==> src/rtl/mul_unit.sv <==
`default_nettype none
// ============================================================================
// Module   : mul_unit
// Brief    : Iterative radix-2 shift-add RV32M multiplier (MUL/MULH/MULHSU/
//            MULHU). Operates on operand magnitudes and applies the sign at
//            the end, so one unsigned datapath serves all four operations.
// Revision : 1.0 - initial release
// ============================================================================
module mul_unit #(
    parameter int XLEN = 32
) (
    input  logic            clk,
    input  logic            rst_n,
    input  logic            start,
    input  logic [1:0]      mulctl,
    input  logic [XLEN-1:0] rs1,
    input  logic [XLEN-1:0] rs2,
    output logic            busy,
    output logic            exdone,
    output logic [XLEN-1:0] result
);

    localparam int CW = $clog2(XLEN);

    localparam logic [1:0] S_IDLE = 2'd0;
    localparam logic [1:0] S_RUN  = 2'd1;
    localparam logic [1:0] S_DONE = 2'd2;

    localparam logic [1:0] OP_MUL    = 2'b00;
    localparam logic [1:0] OP_MULH   = 2'b01;
    localparam logic [1:0] OP_MULHSU = 2'b10;

    localparam logic [CW-1:0]     CNT_LAST = CW'(XLEN - 1);
    localparam logic [CW-1:0]     CNT_ONE  = CW'(1);
    localparam logic [XLEN-1:0]   ONE_X    = XLEN'(1);
    localparam logic [2*XLEN-1:0] ONE_2X   = (2*XLEN)'(1);

    logic [1:0]        state_q, state_d;
    logic [CW-1:0]     count_q, count_d;
    logic [2*XLEN-1:0] acc_q, acc_d;
    logic [XLEN-1:0]   mcand_q, mcand_d;
    logic [XLEN-1:0]   mplier_q, mplier_d;
    logic              neg_q, neg_d;
    logic [1:0]        op_q, op_d;
    logic [XLEN-1:0]   result_q, result_d;

    logic              rs1_signed, rs2_signed;
    logic              rs1_neg, rs2_neg;
    logic [XLEN-1:0]   rs1_mag, rs2_mag;
    logic [XLEN:0]     step_sum;
    logic [2*XLEN-1:0] acc_step;
    logic [2*XLEN-1:0] prod_final;

    // Operand magnitudes and one shift-add step; the most-negative value maps
    // onto itself, which is its correct unsigned magnitude.
    always_comb begin
        rs1_signed = (mulctl == OP_MULH) || (mulctl == OP_MULHSU);
        rs2_signed = (mulctl == OP_MULH);
        rs1_neg    = rs1_signed & rs1[XLEN-1];
        rs2_neg    = rs2_signed & rs2[XLEN-1];
        rs1_mag    = rs1_neg ? (~rs1 + ONE_X) : rs1;
        rs2_mag    = rs2_neg ? (~rs2 + ONE_X) : rs2;
        step_sum   = {1'b0, acc_q[2*XLEN-1:XLEN]}
                   + (mplier_q[0] ? {1'b0, mcand_q} : {(XLEN+1){1'b0}});
        acc_step   = {step_sum, acc_q[XLEN-1:1]};
        prod_final = neg_q ? (~acc_step + ONE_2X) : acc_step;
    end

    // State register (asynchronous reset abandons any operation in flight).
    always_ff @(posedge clk or negedge rst_n) begin
        if (!rst_n) begin
            state_q <= S_IDLE;
        end else begin
            state_q <= state_d;
        end
    end

    // Next-state logic: start is honoured only in IDLE.
    always_comb begin
        state_d = state_q;
        case (state_q)
            S_IDLE:  if (start) state_d = S_RUN;
            S_RUN:   if (count_q == '0) state_d = S_DONE;
            S_DONE:  state_d = S_IDLE;
            default: state_d = S_IDLE;
        endcase
    end

    // Status outputs decoded from the state.
    always_comb begin
        busy   = (state_q != S_IDLE);
        exdone = (state_q == S_DONE);
    end

    // Datapath next values: capture in IDLE, iterate in RUN, and write the
    // result on the final RUN edge so it is valid as exdone rises.
    always_comb begin
        count_d  = count_q;
        acc_d    = acc_q;
        mcand_d  = mcand_q;
        mplier_d = mplier_q;
        neg_d    = neg_q;
        op_d     = op_q;
        result_d = result_q;
        case (state_q)
            S_IDLE: begin
                if (start) begin
                    mcand_d  = rs1_mag;
                    mplier_d = rs2_mag;
                    neg_d    = rs1_neg ^ rs2_neg;
                    op_d     = mulctl;
                    count_d  = CNT_LAST;
                    acc_d    = '0;
                end
            end
            S_RUN: begin
                acc_d    = acc_step;
                mplier_d = mplier_q >> 1;
                if (count_q == '0) begin
                    result_d = (op_q == OP_MUL) ? prod_final[XLEN-1:0]
                                                : prod_final[2*XLEN-1:XLEN];
                end else begin
                    count_d = count_q - CNT_ONE;
                end
            end
            default: ;
        endcase
    end

    // Datapath registers.
    always_ff @(posedge clk or negedge rst_n) begin
        if (!rst_n) begin
            count_q  <= '0;
            acc_q    <= '0;
            mcand_q  <= '0;
            mplier_q <= '0;
            neg_q    <= 1'b0;
            op_q     <= '0;
            result_q <= '0;
        end else begin
            count_q  <= count_d;
            acc_q    <= acc_d;
            mcand_q  <= mcand_d;
            mplier_q <= mplier_d;
            neg_q    <= neg_d;
            op_q     <= op_d;
            result_q <= result_d;
        end
    end

    assign result = result_q;

endmodule
`default_nettype wire

==> config.mk <==
export PLATFORM = sky130hd
export DESIGN_NAME = mul_unit
export DESIGN_NICKNAME = d
export VERILOG_FILES = /design/src/rtl/mul_unit.sv
export SDC_FILE = /design/constraint.sdc
export NUM_CORES = 1
export LEC_CHECK = 0
export ABC_AREA = 1
export CAP_MARGIN = 20
export CORE_MARGIN = 1.5
export CORE_UTILIZATION = 60
export CTS_BUF_LIST = sky130_fd_sc_hd__clkbuf_8
export DETAILED_ROUTE_END_ITERATION = 7
export DONT_BUFFER_PORTS = 1
export PLACE_DENSITY = 0.83
export SYNTH_ARGS = -nofsm -noshare
export SYNTH_HDL_FRONTEND = slang
export SYNTH_SLANG_ARGS = --single-unit
==> constraint.sdc <==
create_clock -name clk -period 4.7 [get_ports clk]
set_input_delay 0.47 -clock clk [delete_from_list [all_inputs] [get_ports clk]]
set_output_delay 0.47 -clock clk [all_outputs]
set_load 0.01 [all_outputs]
==> metrics.txt, run 1 <==
Worst IR Drop VDD=323 uV; WHS=-0.169 ns; crit path time final=3.95 ns; post-synth top area share=0.330; mean routed wirelength per cell=17.0 um; Critical Path Start Type=flop; WP data arrival=4.37 ns; total CTS buffers=17; clk buf depth=2; pre-CTS setup slack=~0.89 ns; ant diodes=0; RSZ-0062 raised after global routing=false; Yosys reg bits=169; cell row count=53; die height=roughly 150 um; combinational share of power=0.628; first-pass GRT wire length=roughly 60,000 um; Worst-path clk slew=~0.13 ns; Internal=4.46 mW; post-synth cell types=50; Avg Cell Area, Syn=6.60 um^2; Slew Viols, Final=0; Die ar.=0.0222 mm^2; drt initial violations=~1,200; EDFF count, synth=0; post-layout util=0.643; Worst Max-Slew Pin Slew=1.05 ns; clk_lat worst skew=0.51 ns; IO Pins=103; Clock Power Share=0.114; max capacitance violation total=0; TritonRoute pass-1 iters=6; Fill cells=~2,000; Syn. warnings=0; worst setup margin=between 0.7 and 0.8 ns; HP Class=in2async; total power=10.1 mW; Root Buffer=clkbuf_8; most frequent cells in the layout=nand2_1 (569), inv_1 (251), o21ai_0 (171); vias in the first global route=11,980; largest net degree at the start of global routing=170; via count=12,731; drc violations=0; Post-Route Skew=0.0253 ns; total track usage=0.347; Mapped Area=0.0128 mm^2; Layout Nets=2,017; sequential fraction of the synthesis area=0.330; H-tree depth=4; cell taking the most area after synthesis=dfrtp_1; DP Area=0.0130 mm^2; synth top area cells=dfrtp_1 (33%), nand2_1 (17%), inv_1 (7.4%), o21ai_0 (6.7%), nor2_1 (4.7%); ys async rst share=1.00; Sw Share=0.559; fin crit share=0.839; post-route setup TNS=0 ns; Post-synth top flop=dfrtp_1; PwrDens=752 mW/mm^2; commonest non-fill, non-tap cell in the layout=nand2_1; Hold Vio Cnt, Final=42; maximum clock frequency=253 MHz; clock sinks=between 150 and 200; initial antenna violation count=0; Leak=6.82 nW; routability cong.=1.04; chip width=149 um; failing checks=hold timing; Net Count, Synth=approximately 2,000; PostCTS Resize Cnt=0; headroom to the max-slew limit=0.300; number of vias per cell=roughly 5.8; CORE AREA=around 0.021 mm^2; Crit Path Class=reg2reg; Final HPWL DP=roughly 28,000 um; ANT nets after route=0; Sequential Power Share=0.258; Post-Syn Instances=between 1,500 and 2,000; Post-Layout Cell Count=2,197; Worst setup EP type=flop; status=finished with violations; Starting Density=0.611; CTS tree=built; Post-Route WL=roughly 37,000 um; gr ovfl total=0; placed cell count=2,164; Syn-to-layout area delta=5.19%; CP Max Fanout=33; final instance area=0.0135 mm^2; share of layout cells above drive strength 1=0.0827; Req. time, crit path=5.13 ns; I/O Buffers=0; P_sw=around 5.7 mW; setup violators final=0
[flip-flops by register name, indices dropped and copies added (netlist names)]
register  count
mcand_q      32
count_q       5
state_q       2
result       32
acc_q        63
mplier_q     32
neg_q         1
op_q          2
[final timing paths]
check	startpoint	to	slack [ns]	depth (start not counted)
min in group clk	mulctl[0]	op_q[0]	0.08	2
setup reg to reg	mplier_q[0]	result[26]	0.75	21
setup / recovery	mplier_q[0]	result[26]	0.75	21
hold / removal	rst_n	acc_q[50]	-0.17	1
hold reg to reg	mcand_q[25]	mcand_q[25]	0.50	2
max in group asynchronous	rst_n	result[28]	3.96	1
[Yosys cell counts, drive strengths merged (10+ instances only)]
master,number
inv,269
a2bb2oi,11
a21oi,68
ha,38
or2,13
xor2,35
nand4,23
o22ai,30
clkbuf,53
nor2,189
nand2,606
o21ai,177
a31oi,10
nand3,119
dfrtp,169
a22oi,30
nor3,29
xnor2,19
[repair_timing]
item / 4_1_cts / 5_1_grt
hold buffers: 1 / 0
endpoints found under the hold margin: 169 / 0
setup buffers: 0 / 0
[power groups by stage]
stage          sequential, mW  combinational [mW]  clock, mW
2_1_floorplan            2.43                4.65          0
3_3_place_gp             2.60                6.03          0
3_5_place_dp             2.62                6.16          0
4_1_cts                  2.60                6.23       1.16
5_1_grt                  2.68                7.08       1.22
6_report                 2.61                6.36       1.16
[logic make-up (layout without fill, tap and decap cells)]
| logic type | count (synthesis) | after routing | share of synthesized area |
|---|---|---|---|
| simple gates | 997 | 997 | 0.342 |
| flops | 169 | 169 | 0.330 |
| buf+inv | 333 | 316 | 0.0981 |
| compound gates | 347 | 347 | 0.154 |
| xor+xnor | 54 | 54 | 0.0369 |
| fa+ha+maj | 39 | 39 | 0.0387 |
[area by class of cell]
| cell class | instances | area, um^2 | share of cell area |
|---|---|---|---|
| Clock buffer | 17 | 234 | 0.0174 |
| Clock inverter | 15 | 200 | 0.0149 |
| Inverter | 274 | 1030 | 0.0764 |
| Multi-Input combinational cell | 1437 | 7330 | 0.545 |
| Sequential cell | 169 | 4230 | 0.314 |
| Tap cell | 275 | 344 | 0.0256 |
| Timing Repair Buffer | 10 | 95.1 | 0.00706 |
[critical path, stage by stage, from the launching register on]
cell      delay [ns]
dfrtp_1         0.78
nand2_1         0.23
inv_1           0.08
ha_1            0.22
fa_1            0.46
nand3_1         0.14
nand3_2         0.14
nand2_2         0.12
nand2_2         0.10
nand2_1         0.08
nand2_1         0.11
nor2_2          0.19
nand2_1         0.12
nor2_4          0.22
nand2_4         0.10
nand2_4         0.09
nand2_4         0.07
nor2_2          0.18
nand2_1         0.07
nand2_1         0.06
nand3_1         0.11
a21boi_1        0.18
[layer usage]
metal  track usage  share of wire  vias up
met5             0              0        -
met4         0.125          0.034        0
met3        0.0740          0.084       86
met2         0.527           0.44      543
met1         0.488           0.44     5894
li1              -              -     6208
Note: power is estimated with default switching activity, not from simulation.
==> inputs of run 2 (changes only) <==
--- a/config.mk
+++ b/config.mk
@@ -12,7 +12,7 @@
 export CTS_BUF_LIST = sky130_fd_sc_hd__clkbuf_8
 export DETAILED_ROUTE_END_ITERATION = 7
 export DONT_BUFFER_PORTS = 1
-export PLACE_DENSITY = 0.83
+export PLACE_DENSITY = 0.86
 export SYNTH_ARGS = -nofsm -noshare
 export SYNTH_HDL_FRONTEND = slang
 export SYNTH_SLANG_ARGS = --single-unit
==> constraint.sdc (replaced) <==
create_clock -name clk -period 3.2 [get_ports clk]
set_input_delay 0.32 -clock clk [delete_from_list [all_inputs] [get_ports clk]]
set_output_delay 0.32 -clock clk [all_outputs]
set_load 0.01 [all_outputs]
==> run 2 against run 1 <==
The run still ends with hold timing left. Critical path type unchanged. Power rose by 66%. Critical endpoint is now result[24]. Combinational power rose by 78%. Clock skew rose by 0.0080 ns. Die area did not move.
==> metrics.txt, run 2 (same netlist as run 1, synthesis figures left out) <==
Post-Route WL=39,400 um (was 37,400 um); largest register by flop count=acc_q (unchanged); P_sw=9.12 mW (was 5.67 mW); Hold Vio Cnt, Final=169 (was 42); vias in the first global route=12,076 (was 11,980); TritonRoute pass-1 iters=6 (unchanged); ANT nets after route=0 (unchanged); Post-Layout Cell Count=2,273 (was 2,197); Post-Route Skew=0.0334 ns (was 0.0253 ns); Leak=7.19 nW (was 6.82 nW); Root Buffer=clkbuf_8 (unchanged); Starting Density=0.611 (unchanged); failing checks=hold timing (unchanged); cell row count=53 (unchanged); number of vias per cell=5.82 (was 5.79); die height=149 um (unchanged); Final HPWL DP=29,600 um (was 28,500 um); Syn-to-layout area delta=13.4% (was 5.19%); CTS tree=built (unchanged); Crit Path Class=reg2reg (unchanged); pre-CTS setup slack=-0.0578 ns (was 0.890 ns); drc violations=0 (unchanged); DP Area=0.0135 mm^2 (was 0.0130 mm^2); post-route setup TNS=0 ns (unchanged); total track usage=0.355 (was 0.347); initial antenna violation count=1 (was 0); Slew Viols, Final=0 (unchanged); drt initial violations=1,303 (was 1,249); Layout Nets=2,092 (was 2,017); routability cong.=1.05 (was 1.04); CP Max Fanout=4 (was 33); final instance area=0.0145 mm^2 (was 0.0135 mm^2); status=finished with violations (unchanged); Req. time, crit path=3.59 ns (was 5.13 ns); critical path cell sequence=nand2_1 -> inv_1 -> ha_2 -> fa_2 -> nand2_2 -> nand3_1 -> nand3_2 -> nand2_2 -> nand2_2 -> nand2_2 -> nor2_1 -> nand2_1 -> nor2_4 -> nand2_4 -> nor2_4 -> nand3_1 -> nand2_1 -> nand2_1 -> nand3_1 -> nand2_1 -> nand2_1 -> nand2_1 (was nand2_1 -> inv_1 -> ha_1 -> fa_1 -> nand3_1 -> nand3_2 -> nand2_2 -> nand2_2 -> nand2_1 -> nand2_1 -> nor2_2 -> nand2_1 -> nor2_4 -> nand2_4 -> nand2_4 -> nand2_4 -> nor2_2 -> nand2_1 -> nand2_1 -> nand3_1 -> a21boi_1); HP Class=in2async (unchanged); H-tree depth=4 (unchanged); Sw Share=0.542 (was 0.559); placed cell count=2,224 (was 2,164); RSZ-0062 raised after global routing=true (was false); largest net degree at the start of global routing=170 (unchanged); WP data arrival=3.43 ns (was 4.37 ns); Worst Path Buf+Inv=1 (unchanged); via count=13,240 (was 12,731); fin crit share=0.951 (was 0.839); CP max stage delay=0.47 ns (was 0.78 ns); setup violators final=0 (unchanged); chip width=149 um (unchanged); Worst IR Drop VDD=457 uV (was 323 uV); total power=16.8 mW (was 10.1 mW); I/O Buffers=0 (unchanged); Hold Buf Count CTS=6 (was 1); most frequent CP cell=nand2_1 (unchanged); Worst setup EP type=flop (unchanged); mean routed wirelength per cell=17.3 um (was 17.0 um); PwrDens=1160 mW/mm^2 (was 752 mW/mm^2); maximum clock frequency=328 MHz (was 253 MHz); Largest register FFs=63 (unchanged); worst setup margin=0.155 ns (was 0.754 ns); gr ovfl total=0 (unchanged); headroom to the max-slew limit=0.461 (was 0.300); max capacitance violation total=0 (unchanged); post-layout util=0.693 (was 0.643); Clock Power Share=0.097 (was 0.114); Critical Path Start Type=flop (unchanged); crit-path leading delay family=simple AND/OR/NAND/NOR gates (unchanged); CORE AREA=0.0210 mm^2 (unchanged); IO Pins=103 (unchanged); WHS=-0.504 ns (was -0.169 ns); Worst Max-Slew Pin Slew=0.803 ns (was 1.05 ns); clk_lat worst skew=0.50 ns (was 0.51 ns); first-pass GRT wire length=61,400 um (was 60,100 um); commonest non-fill, non-tap cell in the layout=nand2_1 (unchanged); Die ar.=0.0222 mm^2 (unchanged); Sequential Power Share=0.229 (was 0.258); total CTS buffers=17 (unchanged); share of layout cells above drive strength 1=0.154 (was 0.0827); combinational share of power=0.674 (was 0.628); CP max stage cell=dfrtp_2 (was dfrtp_1); Internal=7.70 mW (was 4.46 mW); crit path time final=3.04 ns (was 3.95 ns); clock sinks=169 (unchanged); Worst-path clk slew=0.13 ns (about the same); clk buf depth=2 (unchanged); most frequent cells in the layout=nand2_1 (539), inv_1 (249), o21ai_0 (171) (was nand2_1 (569), inv_1 (251), o21ai_0 (171))
==> run 2: cell types whose count changed in the layout (fill, tap and decap cells not counted), moves of 16 or more <==
cell     change
buf_4       +68
ha_1        -19
ha_4        +16
nand2_1     -30
nand2_2     +20
nor2_1      -16
==> run 2: repair_timing <==
| action | 4_1_cts | 5_1_grt |
|---|---|---|
| pin swaps | 2 | 18 |
| setup endpoints to repair | 5 | 21 |
| cloned | 0 | 1 |
| hold endpoints to repair | 175 | 169 |
| resized for setup | 2 | 110 |
| setup buffers | 1 | 8 |
==> run 2: worst paths after layout <==
check	endpoint	from	depth (start not counted)	slack, ns
min in group clk	op_q[1]	mulctl[1]	2	0
hold / removal	acc_q[50]	rst_n	0	-0.50
setup / recovery	result[24]	mplier_q[0]	22	0.16
hold reg to reg	mcand_q[29]	mcand_q[29]	2	0.49
setup reg to reg	result[24]	mplier_q[0]	22	0.16
max in group asynchronous	mplier_q[0]	rst_n	0	3.26
==> run 2: area by class of cell <==
cell class | instances | area [um^2]
inverters | 274 | 1030
flip-flops and latches | 169 | 4230
clock inverters | 15 | 175
clock buffers | 17 | 234
fillers | 1777 | 6440
diodes | 1 | 2.50
well taps | 275 | 344
multi-input cells | 1437 | 7820
repair buffers | 85 | 683
==> run 2: routing by layer <==
metal  share of wire  global-route usage  wire [um]
met4           0.031               0.128       1230
met3            0.10              0.0771       4020
met2            0.44               0.550      17500
met1            0.42               0.487      16700
met5               0                   0          0
==> run 2: power groups by stage <==
stage / logic, mW / clock network [mW] / registers, mW
floorplan: 6.84 / 0 / 3.56
global placement: 9.84 / 0 / 3.77
detailed placement: 10.1 / 0 / 3.80
CTS: 10.1 / 1.62 / 3.77
global route: 12.4 / 1.71 / 3.95
finish: 11.3 / 1.63 / 3.86
==> inputs of run 3 (changes only) <==
--- a/config.mk
+++ b/config.mk
@@ -7,11 +7,12 @@
 export LEC_CHECK = 0
 export ABC_AREA = 1
 export CAP_MARGIN = 20
-export CORE_MARGIN = 1.5
+export CORE_MARGIN = 2
 export CORE_UTILIZATION = 60
 export CTS_BUF_LIST = sky130_fd_sc_hd__clkbuf_8
 export DETAILED_ROUTE_END_ITERATION = 7
 export DONT_BUFFER_PORTS = 1
+export GPL_TIMING_DRIVEN = 1
 export PLACE_DENSITY = 0.86
 export SYNTH_ARGS = -nofsm -noshare
 export SYNTH_HDL_FRONTEND = slang
==> run 3 against run 2 <==
The flow still finishes with violations (hold timing). Design area is 4.7% higher. Via count rose by 1.4%. Clock skew hardly changed. Register-to-register slack lost 0.09 ns. Core utilization increased by 3.2 points. Non-clock buffer count is 13 higher. Clock power grew 6%. Final cell count is 0.53% higher. Combinational power grew 9.7%. Global-route usage decreased by 0.79 points. Largest power group unchanged.
==> metrics.txt, run 3 (same netlist as run 1, synthesis figures left out) <==
Slew Viols, Final=0 (unchanged); clk_lat worst skew=0.52 ns (was 0.50 ns); maximum clock frequency=319 MHz (was 328 MHz); ANT nets after route=0 (unchanged); Syn-to-layout area delta=18.7% (was 13.4%); Post-Route WL=40,800 um (was 39,400 um); Post-Route Skew=0.0338 ns (was 0.0334 ns); Final HPWL DP=29,300 um (was 29,600 um); max capacitance violation total=0 (unchanged); critical path capture point=result[28] (was result[24]); Hold Vio Cnt, Final=170 (was 169); Crit Path Class=reg2reg (unchanged); cell row count=53 (unchanged); via count=13,428 (was 13,240); crit path time final=3.14 ns (was 3.04 ns); CORE AREA=0.0210 mm^2 (unchanged); Root Buffer=clkbuf_8 (unchanged); I/O Buffers=0 (unchanged); H-tree depth=4 (unchanged); drt initial violations=1,395 (was 1,303); WP data arrival=3.57 ns (was 3.43 ns); Critical Path Start Type=flop (unchanged); Critical R2R Capture=result[28] (was result[24]); share of layout cells above drive strength 1=0.204 (was 0.154); mean routed wirelength per cell=17.8 um (was 17.3 um); largest net degree at the start of global routing=170 (unchanged); DP Area=0.0134 mm^2 (was 0.0135 mm^2); post-layout util=0.725 (was 0.693); Req. time, crit path=3.63 ns (was 3.59 ns); number of vias per cell=5.88 (was 5.82); most frequent cells in the layout=nand2_1 (485), inv_1 (236), o21ai_0 (171) (was nand2_1 (539), inv_1 (249), o21ai_0 (171)); largest register by flop count=acc_q (unchanged); Worst Reg-to-Reg Cells=22 (unchanged); R2R Setup Slk=0.06 ns (was 0.16 ns); status=finished with violations (unchanged); total track usage=0.347 (was 0.355); first-pass GRT wire length=61,000 um (was 61,400 um); drc violations=0 (unchanged); headroom to the max-slew limit=0.462 (was 0.461); Starting Density=0.611 (unchanged); die height=150 um (was 149 um); worst setup margin=0.0641 ns (was 0.155 ns); Worst IR Drop VDD=465 uV (was 457 uV); CTS tree=built (unchanged); routability cong.=1.13 (was 1.05); HP Class=in2async (unchanged); CP Max Fanout=5 (was 4); clock sinks=169 (unchanged); PwrDens=1180 mW/mm^2 (was 1160 mW/mm^2); setup violators final=0 (unchanged); Worst-path clk slew=0.13 ns (about the same); Worst Max-Slew Pin Slew=0.806 ns (was 0.803 ns); final instance area=0.0152 mm^2 (was 0.0145 mm^2); chip width=150 um (was 149 um); post-route setup TNS=0 ns (unchanged); Worst setup EP type=flop (unchanged); ant diodes=0 (was 1); TritonRoute pass-1 iters=8 (was 6); Leak=7.41 nW (was 7.19 nW); Die ar.=0.0225 mm^2 (was 0.0222 mm^2); Hold Buf Count CTS=11 (was 6); WHS=-0.520 ns (was -0.504 ns); total CTS buffers=17 (unchanged); Largest register FFs=63 (unchanged); commonest non-fill, non-tap cell in the layout=nand2_1 (unchanged); pre-CTS setup slack=-0.281 ns (was -0.0578 ns); vias in the first global route=12,089 (was 12,076); fin crit share=0.980 (was 0.951); IO Pins=103 (unchanged); failing checks=hold timing (unchanged); FF-to-FF Start=mplier_q[0] (unchanged); clk buf depth=2 (unchanged); Layout Nets=2,105 (was 2,092); gr ovfl total=0 (unchanged); initial antenna violation count=0 (was 1); Critical Path Start=mplier_q[0] (unchanged)
-- run 3: cell type report --
type,count,area (um^2)
clock buffer,17,234
inverter,274,1030
clock inverter,15,198
multi-input combinational,1437,8330
fill,1664,5760
timing repair buffer,98,826
tap,275,344
sequential,169,4230
-- run 3: worst min path at each step --
| stage | start | end | depth (start not counted) |
|---|---|---|---|
| floorplan | rst_n | acc_q[10] | 0 |
| global route | rst_n | acc_q[47] | 0 |
| global placement | rst_n | acc_q[48] | 0 |
| detailed placement | rst_n | acc_q[48] | 0 |
| finish | rst_n | acc_q[47] | 0 |
| CTS | rst_n | acc_q[47] | 0 |
-- run 3: what timing repair did --
action,in CTS,in global routing
endpoints found under the setup margin,11,20
gates resized for setup,13,239
gates cloned,0,2
pin swaps,3,59
endpoints found under the hold margin,180,169
buffers inserted,1,22
-- run 3: routing by layer --
layer | GRT usage | share of wire | vias up
li1 | - | - | 6365
met1 | 0.481 | 0.42 | 6248
met2 | 0.529 | 0.45 | 702
met3 | 0.0793 | 0.097 | 113
met4 | 0.129 | 0.035 | 0
met5 | 0 | 0 | -
-- run 3: where the power goes --
| part | internal (mW) | leakage, nW | switching [mW] | total (mW) |
|---|---|---|---|---|
| logic | 4.47 | 5.18 | 7.92 | 12.4 |
| clock network | 0.679 | 0.217 | 1.04 | 1.72 |
| registers | 3.06 | 2.01 | 0.822 | 3.89 |
| total | 8.21 | 7.41 | 9.77 | 18.0 |
-- run 3: stage by stage --
| stage | total power [mW] | std cells | hold WS (ns) |
|---|---|---|---|
| 2_1_floorplan | 10.4 | 1939 | 0.0244 |
| 3_3_place_gp | 13.5 | 2217 | 0.0328 |
| 3_5_place_dp | 13.7 | 2217 | 0.0349 |
| 4_1_cts | 15.6 | 2261 | -0.505 |
| 5_1_grt | 19.1 | 2285 | -0.513 |
| 6_report | 18.0 | 2285 | -0.520 |
-- run 3: worst max-delay path: stages (launching register included) --
cell,delay (ns)
dfrtp_2,0.50
nand2_2,0.10
inv_2,0.05
ha_4,0.16
fa_2,0.36
buf_6,0.15
nand3_4,0.07
nand3_4,0.13
nand2_4,0.12
nand2_4,0.08
nand2_2,0.07
nand2_2,0.07
nor2_4,0.12
nand2_2,0.07
nor2_4,0.18
nand2_4,0.09
nor2_4,0.18
nand2_2,0.10
nand2_4,0.08
nand2_1,0.06
nand2_1,0.07
nand3_2,0.11
a21boi_1,0.17
